<file path="config.mk">
export PLATFORM = sky130hd
export DESIGN_NAME = fetch_stage_ctrl_flat
export DESIGN_NICKNAME = d
export VERILOG_FILES = /design/src/rtl/fetch_pkg.sv /design/src/rtl/fetch_stage_ctrl_if.sv /design/src/rtl/event_counter_32.sv /design/src/rtl/fetch_stage_ctrl.sv /design/src/flat_wrapper.sv
export SDC_FILE = /design/constraint.sdc
export NUM_CORES = 1
export LEC_CHECK = 0
export BUFFER_PORTS_ARGS = -buffer_cell sky130_fd_sc_hd__buf_4
export CORE_ASPECT_RATIO = 2
export CORE_MARGIN = 2
export CORE_UTILIZATION = 42
export DETAILED_ROUTE_END_ITERATION = 12
export GPL_TIMING_DRIVEN = 0
export PLACE_DENSITY = 0.79
export SLEW_MARGIN = 10
export SYNTH_ARGS = -nofsm -noshare
export SYNTH_HDL_FRONTEND = slang
export SYNTH_SLANG_ARGS = --single-unit
export TNS_END_PERCENT = 1
</file>
<file path="constraint.sdc">
create_clock -name Clk -period 2.1 [get_ports Clk]
set_input_delay 0.21 -clock Clk [delete_from_list [all_inputs] [get_ports Clk]]
set_output_delay 0.21 -clock Clk [all_outputs]
set_load 0.005 [all_outputs]
</file>
<file path="src/rtl/fetch_pkg.sv">
// Shared types and constants for the fetch stage controller.
// Optional build macro: FETCH_PERF_COUNTERS_EN adds stall-cycle and
// accepted-flush event counters; without it the perf outputs read as zero.
package fetch_pkg;

    typedef enum logic [1:0] {
        RUN     = 2'b00,
        STALL   = 2'b01,
        FLUSHED = 2'b10
    } fetch_state_t;

    localparam logic [31:0] NOP_INSTR = 32'h0000_0000;
    localparam logic [31:0] PC_INC    = 32'd4;

endpackage

</file>
<file path="src/rtl/fetch_stage_ctrl_if.sv">
// Hazard-control, instruction-memory and IF/ID signals between the hazard
// unit / memory side (master) and the fetch stage controller (slave).
interface fetch_stage_ctrl_if;

    logic        PCoff;
    logic        IFID_writeOff;
    logic        flush;
    logic [31:0] redirect_target;
    logic [31:0] imem_rdata;
    logic [31:0] imem_addr;
    logic [31:0] IFID_Instruction;
    logic [31:0] IFID_PCPlus4;
    logic        IFID_valid;

    modport master (
        output PCoff, IFID_writeOff, flush, redirect_target, imem_rdata,
        input  imem_addr, IFID_Instruction, IFID_PCPlus4, IFID_valid
    );

    modport slave (
        input  PCoff, IFID_writeOff, flush, redirect_target, imem_rdata,
        output imem_addr, IFID_Instruction, IFID_PCPlus4, IFID_valid
    );

endinterface

</file>
<file path="src/rtl/event_counter_32.sv">
// Free-running 32-bit event counter: counts enabled cycles, wraps at 2^32.
module event_counter_32 (
    input  logic        Clk,
    input  logic        Reset,
    input  logic        en,
    output logic [31:0] count
);

    logic [31:0] count_reg;

    // Count one per enabled cycle; synchronous clear.
    always_ff @(posedge Clk) begin
        if (Reset)
            count_reg <= 32'h0;
        else if (en)
            count_reg <= count_reg + 32'd1;
    end

    assign count = count_reg;

endmodule

</file>
<file path="src/rtl/fetch_stage_ctrl.sv">
// Fetch stage controller: owns the PC and the IF/ID register, obeys the
// hazard unit's PCoff / IFID_writeOff / flush, and tracks stall streaks
// with a sticky deadlock flag.
// Optional build macro: FETCH_PERF_COUNTERS_EN (perf event counters).
module fetch_stage_ctrl
    import fetch_pkg::*;
#(
    parameter logic [31:0] RESET_PC    = 32'h0000_0000,
    parameter int          MAX_STALL   = 8,
    parameter int          STALL_CNT_W = 4
) (
    input  logic                   Clk,
    input  logic                   Reset,
    fetch_stage_ctrl_if.slave      bus,
    output logic [1:0]             fetch_state,
    output logic [STALL_CNT_W-1:0] stall_count,
    output logic                   stall_timeout,
    output logic [31:0]            perf_stall_cycles,
    output logic [31:0]            perf_flush_count
);

    localparam logic [STALL_CNT_W-1:0] CNT_SAT   = '1;
    localparam logic [STALL_CNT_W-1:0] CNT_LIMIT = STALL_CNT_W'(MAX_STALL);

    fetch_state_t           state_reg, state_next;
    logic [31:0]            pc_reg, pc_next;
    logic [31:0]            instr_reg, instr_next;
    logic [31:0]            pc4_reg, pc4_next;
    logic                   valid_reg, valid_next;
    logic [STALL_CNT_W-1:0] cnt_reg, cnt_next;
    logic                   timeout_reg, timeout_next;
    logic [31:0]            pc_plus4;
    logic                   flush_ok;

    assign pc_plus4 = pc_reg + PC_INC;
    // A flush only takes effect when neither half of the pipeline is frozen.
    assign flush_ok = bus.flush && !bus.PCoff && !bus.IFID_writeOff;

    // Next-state logic for PC, IF/ID, FSM and stall tracking.
    always_comb begin
        state_next   = state_reg;
        pc_next      = pc_reg;
        instr_next   = instr_reg;
        pc4_next     = pc4_reg;
        valid_next   = valid_reg;
        cnt_next     = '0;
        timeout_next = timeout_reg;

        if (!bus.PCoff)
            pc_next = flush_ok ? {bus.redirect_target[31:2], 2'b00} : pc_plus4;

        if (!bus.IFID_writeOff) begin
            if (flush_ok) begin
                instr_next = NOP_INSTR;
                pc4_next   = 32'h0;
                valid_next = 1'b0;
            end else begin
                instr_next = bus.imem_rdata;
                pc4_next   = pc_plus4;
                valid_next = 1'b1;
            end
        end

        case (state_reg)
            RUN, FLUSHED: begin
                if (bus.PCoff)     state_next = STALL;
                else if (flush_ok) state_next = FLUSHED;
                else               state_next = RUN;
            end
            STALL: begin
                if (!bus.PCoff)
                    state_next = flush_ok ? FLUSHED : RUN;
            end
            default: state_next = RUN;
        endcase

        if (bus.PCoff)
            cnt_next = (cnt_reg == CNT_SAT) ? cnt_reg : cnt_reg + 1'b1;

        if (cnt_next == CNT_LIMIT)
            timeout_next = 1'b1;
    end

    // State registers with synchronous reset taking priority.
    always_ff @(posedge Clk) begin
        if (Reset) begin
            state_reg   <= RUN;
            pc_reg      <= RESET_PC;
            instr_reg   <= NOP_INSTR;
            pc4_reg     <= 32'h0;
            valid_reg   <= 1'b0;
            cnt_reg     <= '0;
            timeout_reg <= 1'b0;
        end else begin
            state_reg   <= state_next;
            pc_reg      <= pc_next;
            instr_reg   <= instr_next;
            pc4_reg     <= pc4_next;
            valid_reg   <= valid_next;
            cnt_reg     <= cnt_next;
            timeout_reg <= timeout_next;
        end
    end

    assign bus.imem_addr        = pc_reg;
    assign bus.IFID_Instruction = instr_reg;
    assign bus.IFID_PCPlus4     = pc4_reg;
    assign bus.IFID_valid       = valid_reg;
    assign fetch_state          = state_reg;
    assign stall_count          = cnt_reg;
    assign stall_timeout        = timeout_reg;

`ifdef FETCH_PERF_COUNTERS_EN
    logic [1:0]  perf_en;
    logic [31:0] perf_val [2];

    assign perf_en[0] = bus.PCoff;
    assign perf_en[1] = flush_ok;

    for (genvar gi = 0; gi < 2; gi++) begin : g_perf
        event_counter_32 u_cnt (
            .Clk   (Clk),
            .Reset (Reset),
            .en    (perf_en[gi]),
            .count (perf_val[gi])
        );
    end

    assign perf_stall_cycles = perf_val[0];
    assign perf_flush_count  = perf_val[1];
`else
    assign perf_stall_cycles = 32'h0;
    assign perf_flush_count  = 32'h0;
`endif

endmodule

</file>
<file path="src/flat_wrapper.sv">
// flat-port wrapper written by rule: the top's interface ports become plain ports
module fetch_stage_ctrl_flat import fetch_pkg::*;
#(
    parameter logic [31:0] RESET_PC    = 32'h0000_0000,
    parameter int          MAX_STALL   = 8,
    parameter int          STALL_CNT_W = 4
)
  (Clk, Reset, fetch_state, stall_count, stall_timeout, perf_stall_cycles, perf_flush_count, bus_PCoff, bus_IFID_writeOff, bus_flush, bus_redirect_target, bus_imem_rdata, bus_imem_addr, bus_IFID_Instruction, bus_IFID_PCPlus4, bus_IFID_valid);
  fetch_stage_ctrl_if bus_i ();
  input  logic Clk;
  input  logic Reset;
  output logic [1:0] fetch_state;
  output logic [STALL_CNT_W-1:0] stall_count;
  output logic stall_timeout;
  output logic [31:0] perf_stall_cycles;
  output logic [31:0] perf_flush_count;
  input wire logic [$bits(bus_i.PCoff)-1:0] bus_PCoff;
  input wire logic [$bits(bus_i.IFID_writeOff)-1:0] bus_IFID_writeOff;
  input wire logic [$bits(bus_i.flush)-1:0] bus_flush;
  input wire logic [$bits(bus_i.redirect_target)-1:0] bus_redirect_target;
  input wire logic [$bits(bus_i.imem_rdata)-1:0] bus_imem_rdata;
  output wire logic [$bits(bus_i.imem_addr)-1:0] bus_imem_addr;
  output wire logic [$bits(bus_i.IFID_Instruction)-1:0] bus_IFID_Instruction;
  output wire logic [$bits(bus_i.IFID_PCPlus4)-1:0] bus_IFID_PCPlus4;
  output wire logic [$bits(bus_i.IFID_valid)-1:0] bus_IFID_valid;
  assign bus_i.PCoff = bus_PCoff;
  assign bus_i.IFID_writeOff = bus_IFID_writeOff;
  assign bus_i.flush = bus_flush;
  assign bus_i.redirect_target = bus_redirect_target;
  assign bus_i.imem_rdata = bus_imem_rdata;
  assign bus_imem_addr = bus_i.imem_addr;
  assign bus_IFID_Instruction = bus_i.IFID_Instruction;
  assign bus_IFID_PCPlus4 = bus_i.IFID_PCPlus4;
  assign bus_IFID_valid = bus_i.IFID_valid;
  fetch_stage_ctrl #(.RESET_PC(RESET_PC), .MAX_STALL(MAX_STALL), .STALL_CNT_W(STALL_CNT_W)) u_core (.Clk(Clk), .Reset(Reset), .bus(bus_i), .fetch_state(fetch_state), .stall_count(stall_count), .stall_timeout(stall_timeout), .perf_stall_cycles(perf_stall_cycles), .perf_flush_count(perf_flush_count));
endmodule
</file>
# Word level (Yosys, flattened, before mapping)
# Index checks and enable logic that the tools add are counted.
totals:
  register_bits: 104
  output_inout_bits: 168
  wordCells: 30
op_classes:
  add_sub_neg: 2
  n_eq_ne: 5
  mux: 10
  n_reduce_logical: 6
ops:
  columns: ["operator", "count"]
  rows:
  - ["32-bit two-way mux", 3]
  - ["32-bit by 3-bit adder with 32-bit output (second input constant)", 1]
  - ["4-bit == test (second input constant)", 2]
  - ["4-bit two-way mux", 2]
  - ["2-bit two-way mux", 3]
  - ["4-bit by 1-bit adder with 4-bit output (second input constant)", 1]
  - ["2-bit one-hot mux with 2 select lines", 1]
  - ["2-bit by 1-bit == test with 1-bit output (second input constant)", 1]
  - ["2-bit == test (second input constant)", 1]
  - ["1-bit logical AND", 2]
  - ["1-bit logical NOT", 2]
  - ["2-bit logical NOT", 1]
  - ["2-bit inequality test (second input constant)", 1]
  - ["2-bit OR reduction", 1]
  - ["1-bit two-way mux", 1]

# Depth between registers and ports, before layout
logic_depth:
  word_depth: 6
  mapped_depth: 8
  mapped_depth_nobuf: 6

# Worst setup path before layout
# OpenSTA, ideal clock, no wires.
synth_path:
  path_kind: "register -> register"
  start: "reg u_core.pc_reg[2] (netlist: u_core.bus.imem_addr[2])"
  end: "reg u_core.pc4_reg[16] (netlist: u_core.bus.IFID_PCPlus4[16])"
  setup_time_ps: 117
  arrival_ps: 1881
  slack_ps: 103
  path_stages_with_launch: 7
  n_path_buf: 1
  synth_period_minus_slack_ps: 1997
  cell_sequence: "dfxtp_1 -> ha_1 -> nand3_1 -> clkbuf_1 -> or4_1 -> xnor2_1 -> a22o_1"
synth_between:
  elab_chain_len: 2
synth_lines:
  columns: ["item", "line", "text"]
  rows:
  - ["from (decl)", "fetch_stage_ctrl.sv:26", "logic [31:0] pc_reg, pc_next;"]
  - ["from (signal assigned)", "fetch_stage_ctrl.sv:96", "pc_reg <= pc_next;"]
  - ["32-bit by 3-bit adder with 32-bit output", "fetch_stage_ctrl.sv:35", "assign pc_plus4 = pc_reg + PC_INC;"]
  - ["32-bit two-way mux", "fetch_stage_ctrl.sv:53", "if (flush_ok) begin"]
  - ["to (signal assigned)", "fetch_stage_ctrl.sv:98", "pc4_reg <= pc4_next;"]
  - ["to (decl)", "fetch_stage_ctrl.sv:28", "logic [31:0] pc4_reg, pc4_next;"]
# Every way passes these cells.
# A chain may end at the register's enable or synchronous reset.

# Worst setup path in the final report
layout_path:
  start: "reg u_core.pc_reg[4] (netlist: u_core.bus.imem_addr[4])"
  end: "reg u_core.pc_reg[27] (netlist: u_core.bus.imem_addr[27])"
layout_between:
  elab_chain_len: 2
layout_lines:
  columns: ["item", "line", "text"]
  rows:
  - ["32-bit by 3-bit adder with 32-bit output", "fetch_stage_ctrl.sv:35", null]
  - ["32-bit two-way mux", "fetch_stage_ctrl.sv:50", "pc_next = flush_ok ? {bus.redirect_target[31:2], 2'b00} : pc_plus4;"]
# Every way passes these cells.

==> impl_metrics.py <==
metrics = {
    "detailed_routing": {
        "drc": 0,
        "wl_mm": 15.79,
        "wire_per_inst_um": 16.48,
        "first_pass_iters": 5,
        "routed_via_density": 5.129,
        "drt_iter0_drc": 293,
        "vias": 4914,
        "ant_nets": 0,
    },
    "synth": {
        "synth_edf_count": 0,
        "synth.avg_cell_area_um2": 8.899,
        "netlist_top_cells_count": "dfxtp_1 (101), buf_4 (67), a22o_1 (62)",
        "yosys.area.top_type": "dfxtp_1",
        "synth_top_flop_cell": "dfxtp_1",
        "synth_area_um2": 4992,
        "ys_seq_elements": 101,
        "seq_area_frac_synth_pct": 40.50,
        "postSynthCellCount": 561,
        "yosys_warnings": 0,
        "synth_top_area_share_pct": 40.50,
        "synth_cell_type_count": 49,
        "yosys-top-cells-area": "dfxtp_1 (41%), a22o_1 (11%), buf_4 (10%), a21oi_1 (4.3%), xnor2_1 (4.2%)",
        "ys_async_sr_fraction_pct": 0,
        "yosysMostFrequentCell": "dfxtp_1",
    },
    "sta": {
        "skew_ps": 9.687,
        "tightest_slew_ps": 1006,
        "rsz0062_at_grt": "true",
        "min_period_ps": 2089,
        "drv_slew": 0,
        "finalHoldViolations": 0,
        "fin_tns_setup_ps": 0,
        "setup_viol": 0,
        "relSlewSlack_pct": 32.45,
        "fmax_ghz": 0.4788,
        "fin_hold_ws_ps": 62.40,
        "post-route-period-util_pct": 99.46,
    },
    "worst_setup_path": {
        "end_kind": "flip-flop",
        "worstPathMaxFanout": 8,
        "crit_buf_inv": 0,
        "required_ps": 2370,
        "critPathMaxStageDelay_ps": 490,
        "arrival_ps": 2360,
        "path_delay_family": "simple AND/OR/NAND/NOR gates",
        "path_cells": "nand4_4 -> nor4_4 -> nand4_2 -> or4_1 -> a31oi_1",
        "worst_path_max_delay_cell": "or4_1",
        "crit_type": "flip-flop to flip-flop",
        "cp-start-kind": "flip-flop",
    },
    "place": {
        "portBuffers": 168,
        "place_hpwl_mm": 12.03,
        "routabilityCongestion": 0.9089,
    },
    "floorplanning": {
        "die-area_um2": 12830,
        "fp.dieH_um": 158.2,
        "start_util_pct": 42.92,
        "die_w_um": 81.09,
        "ios": 237,
        "rows": 56,
        "core-area_um2": 11630,
    },
    "cts": {
        "cts-root-buf": "clkbuf_16",
        "clock_tree.htree_level_count": 3,
        "cts_made_buffers": 9,
        "tritoncts": "yes",
        "numClockSinks": 101,
        "cts_buffer_depth": 2,
        "clk_pin_slew_ps": 80,
        "clock_latency_ps": 350,
    },
    "power": {
        "ir_drop_mv": 0.5158,
        "p_seq_share_pct": 46.2,
        "clkPwrFrac_pct": 39.2,
        "comb_power_share_pct": 14.5,
        "cellLeakagePower_nw": 3.279,
        "switching_power_mw": 1.178,
        "swShare_pct": 26.34,
        "power_density_nw_per_um2": 629.5,
        "intPower_mw": 3.293,
    },
    "flow_run": {
        "drv_cap": 0,
    },
    "layout": {
        "final_net_count": 879,
        "drive_above_1_share_pct": 35.92,
        "final_core_util_pct": 61.07,
        "antennaDiodeCount": 0,
        "area_growth_pct": 42.28,
    },
    "grt": {
        "grt_usage_pct": 23.90,
        "grt_pass1_vias": 4596,
        "grt_max_degree": 20,
        "grt_overflow": 0,
        "antenna_found_initial": 0,
        "grt_first_pass_wirelength_mm": 23.33,
    },
    "outcome": {
        "status": "finished clean",
    },
    "worst_hold_path": {
        "hp-class": "input pin to flip-flop",
    },
}
-- layout by cell type, fill, tap and decap left out, drive strengths merged, types with 4 or more instances in the layout --
cell type and instances:
nand3 17, dfxtp 101, and3 5, a21o 5, nor3 8, nor4 10
nand4 12, a22o 62, nor2 37, a31oi 8, or2 7, inv 12
o32ai 5, nand2 29, clkinv 4, a21oi 43, clkbuf 44, xnor2 24
conb 66, buf 246, or4 5, o21ai 15, xor2 5
-- power by group through the flow --
stage	logic (mW)	clock network [mW]	registers, mW
after floorplan	0.332	0	2.10
after global placement	0.628	0	2.10
after detailed placement	0.635	0	2.10
after CTS	0.638	1.77	2.06
after global routing	0.705	1.87	2.08
final	0.649	1.76	2.07
-- cell type report --
| class | count | area (um2) |
|---|---|---|
| Clock inverter | 7 | 92.59 |
| Multi-Input combinational cell | 405 | 2561 |
| Tap cell | 145 | 181.4 |
| Fill cell | 1069 | 4528 |
| Clock buffer | 9 | 225.2 |
| Buffer | 110 | 686.9 |
| Sequential cell | 101 | 2034 |
| Timing Repair Buffer | 171 | 1284 |
| Inverter | 10 | 37.54 |
-- flip-flops by register name, summed over array words and instances (netlist names) --
signal,cells
u_core.bus.imem_addr,30
u_core.fetch_state,2
u_core.bus.IFID_Instruction,32
u_core.bus.IFID_valid,1
u_core.bus.IFID_PCPlus4,31
u_core.stall_count,4
u_core.stall_timeout,1
-- layer usage --
| metal | wire length (um) | GRT usage (%) |
|---|---|---|
| met2 | 8162 | 43.01 |
| met4 | 780 | 14.93 |
| met1 | 5337 | 23.63 |
| met5 | 0 | 0 |
| met3 | 1504 | 6.100 |
-- final timing paths --
path / start / slack, ps / cells past startpoint / endpoint
max: u_core.bus.imem_addr[4]$_SDFFE_PP0N_ / 10 / 5 / u_core.bus.imem_addr[27]$_SDFFE_PP0N_
min: bus_imem_rdata[13] / 60 / 2 / u_core.bus.IFID_Instruction[13]$_SDFFE_PP0N_
max reg2reg: u_core.bus.imem_addr[4]$_SDFFE_PP0N_ / 10 / 5 / u_core.bus.imem_addr[27]$_SDFFE_PP0N_
min reg2reg: u_core.bus.IFID_PCPlus4[18]$_SDFFE_PP0N_ / 480 / 1 / u_core.bus.IFID_PCPlus4[18]$_SDFFE_PP0N_
-- cell families after synthesis --
family	after synthesis	share of synthesized area [%]
AOI/OAI and AO/OA	157	22.48
xor gates and xnor gates	29	5.088
adders and majority gates	2	0.5012
buffers and inverters	120	14.14
DFF	101	40.50
muxes	3	0.6266
other	1	0.07512
and+or+nand+nor	148	16.59
-- repair_timing --
action | 4_1_cts | 5_1_grt
hold buffers | 0 | 0
pin swaps | 2 | 2
endpoints found under the setup margin | 27 | 19
gates cloned | 0 | 0
buffers inserted | 2 | 1
resized for setup | 15 | 11
-- stage by stage --
step                      total power, mW  worst slack [ps]  cell area (um2)  instances
final                               4.471             11.42             7103        958
after global routing                4.652            -63.99             7103        958
after detailed placement            2.738            -198.8             6679        939
after global placement              2.730            -204.2             6679        939
after CTS                           4.475            -7.192             7051        957
after floorplan                     2.431             102.6             5236        626
Power figures use the tool's default switching activity.
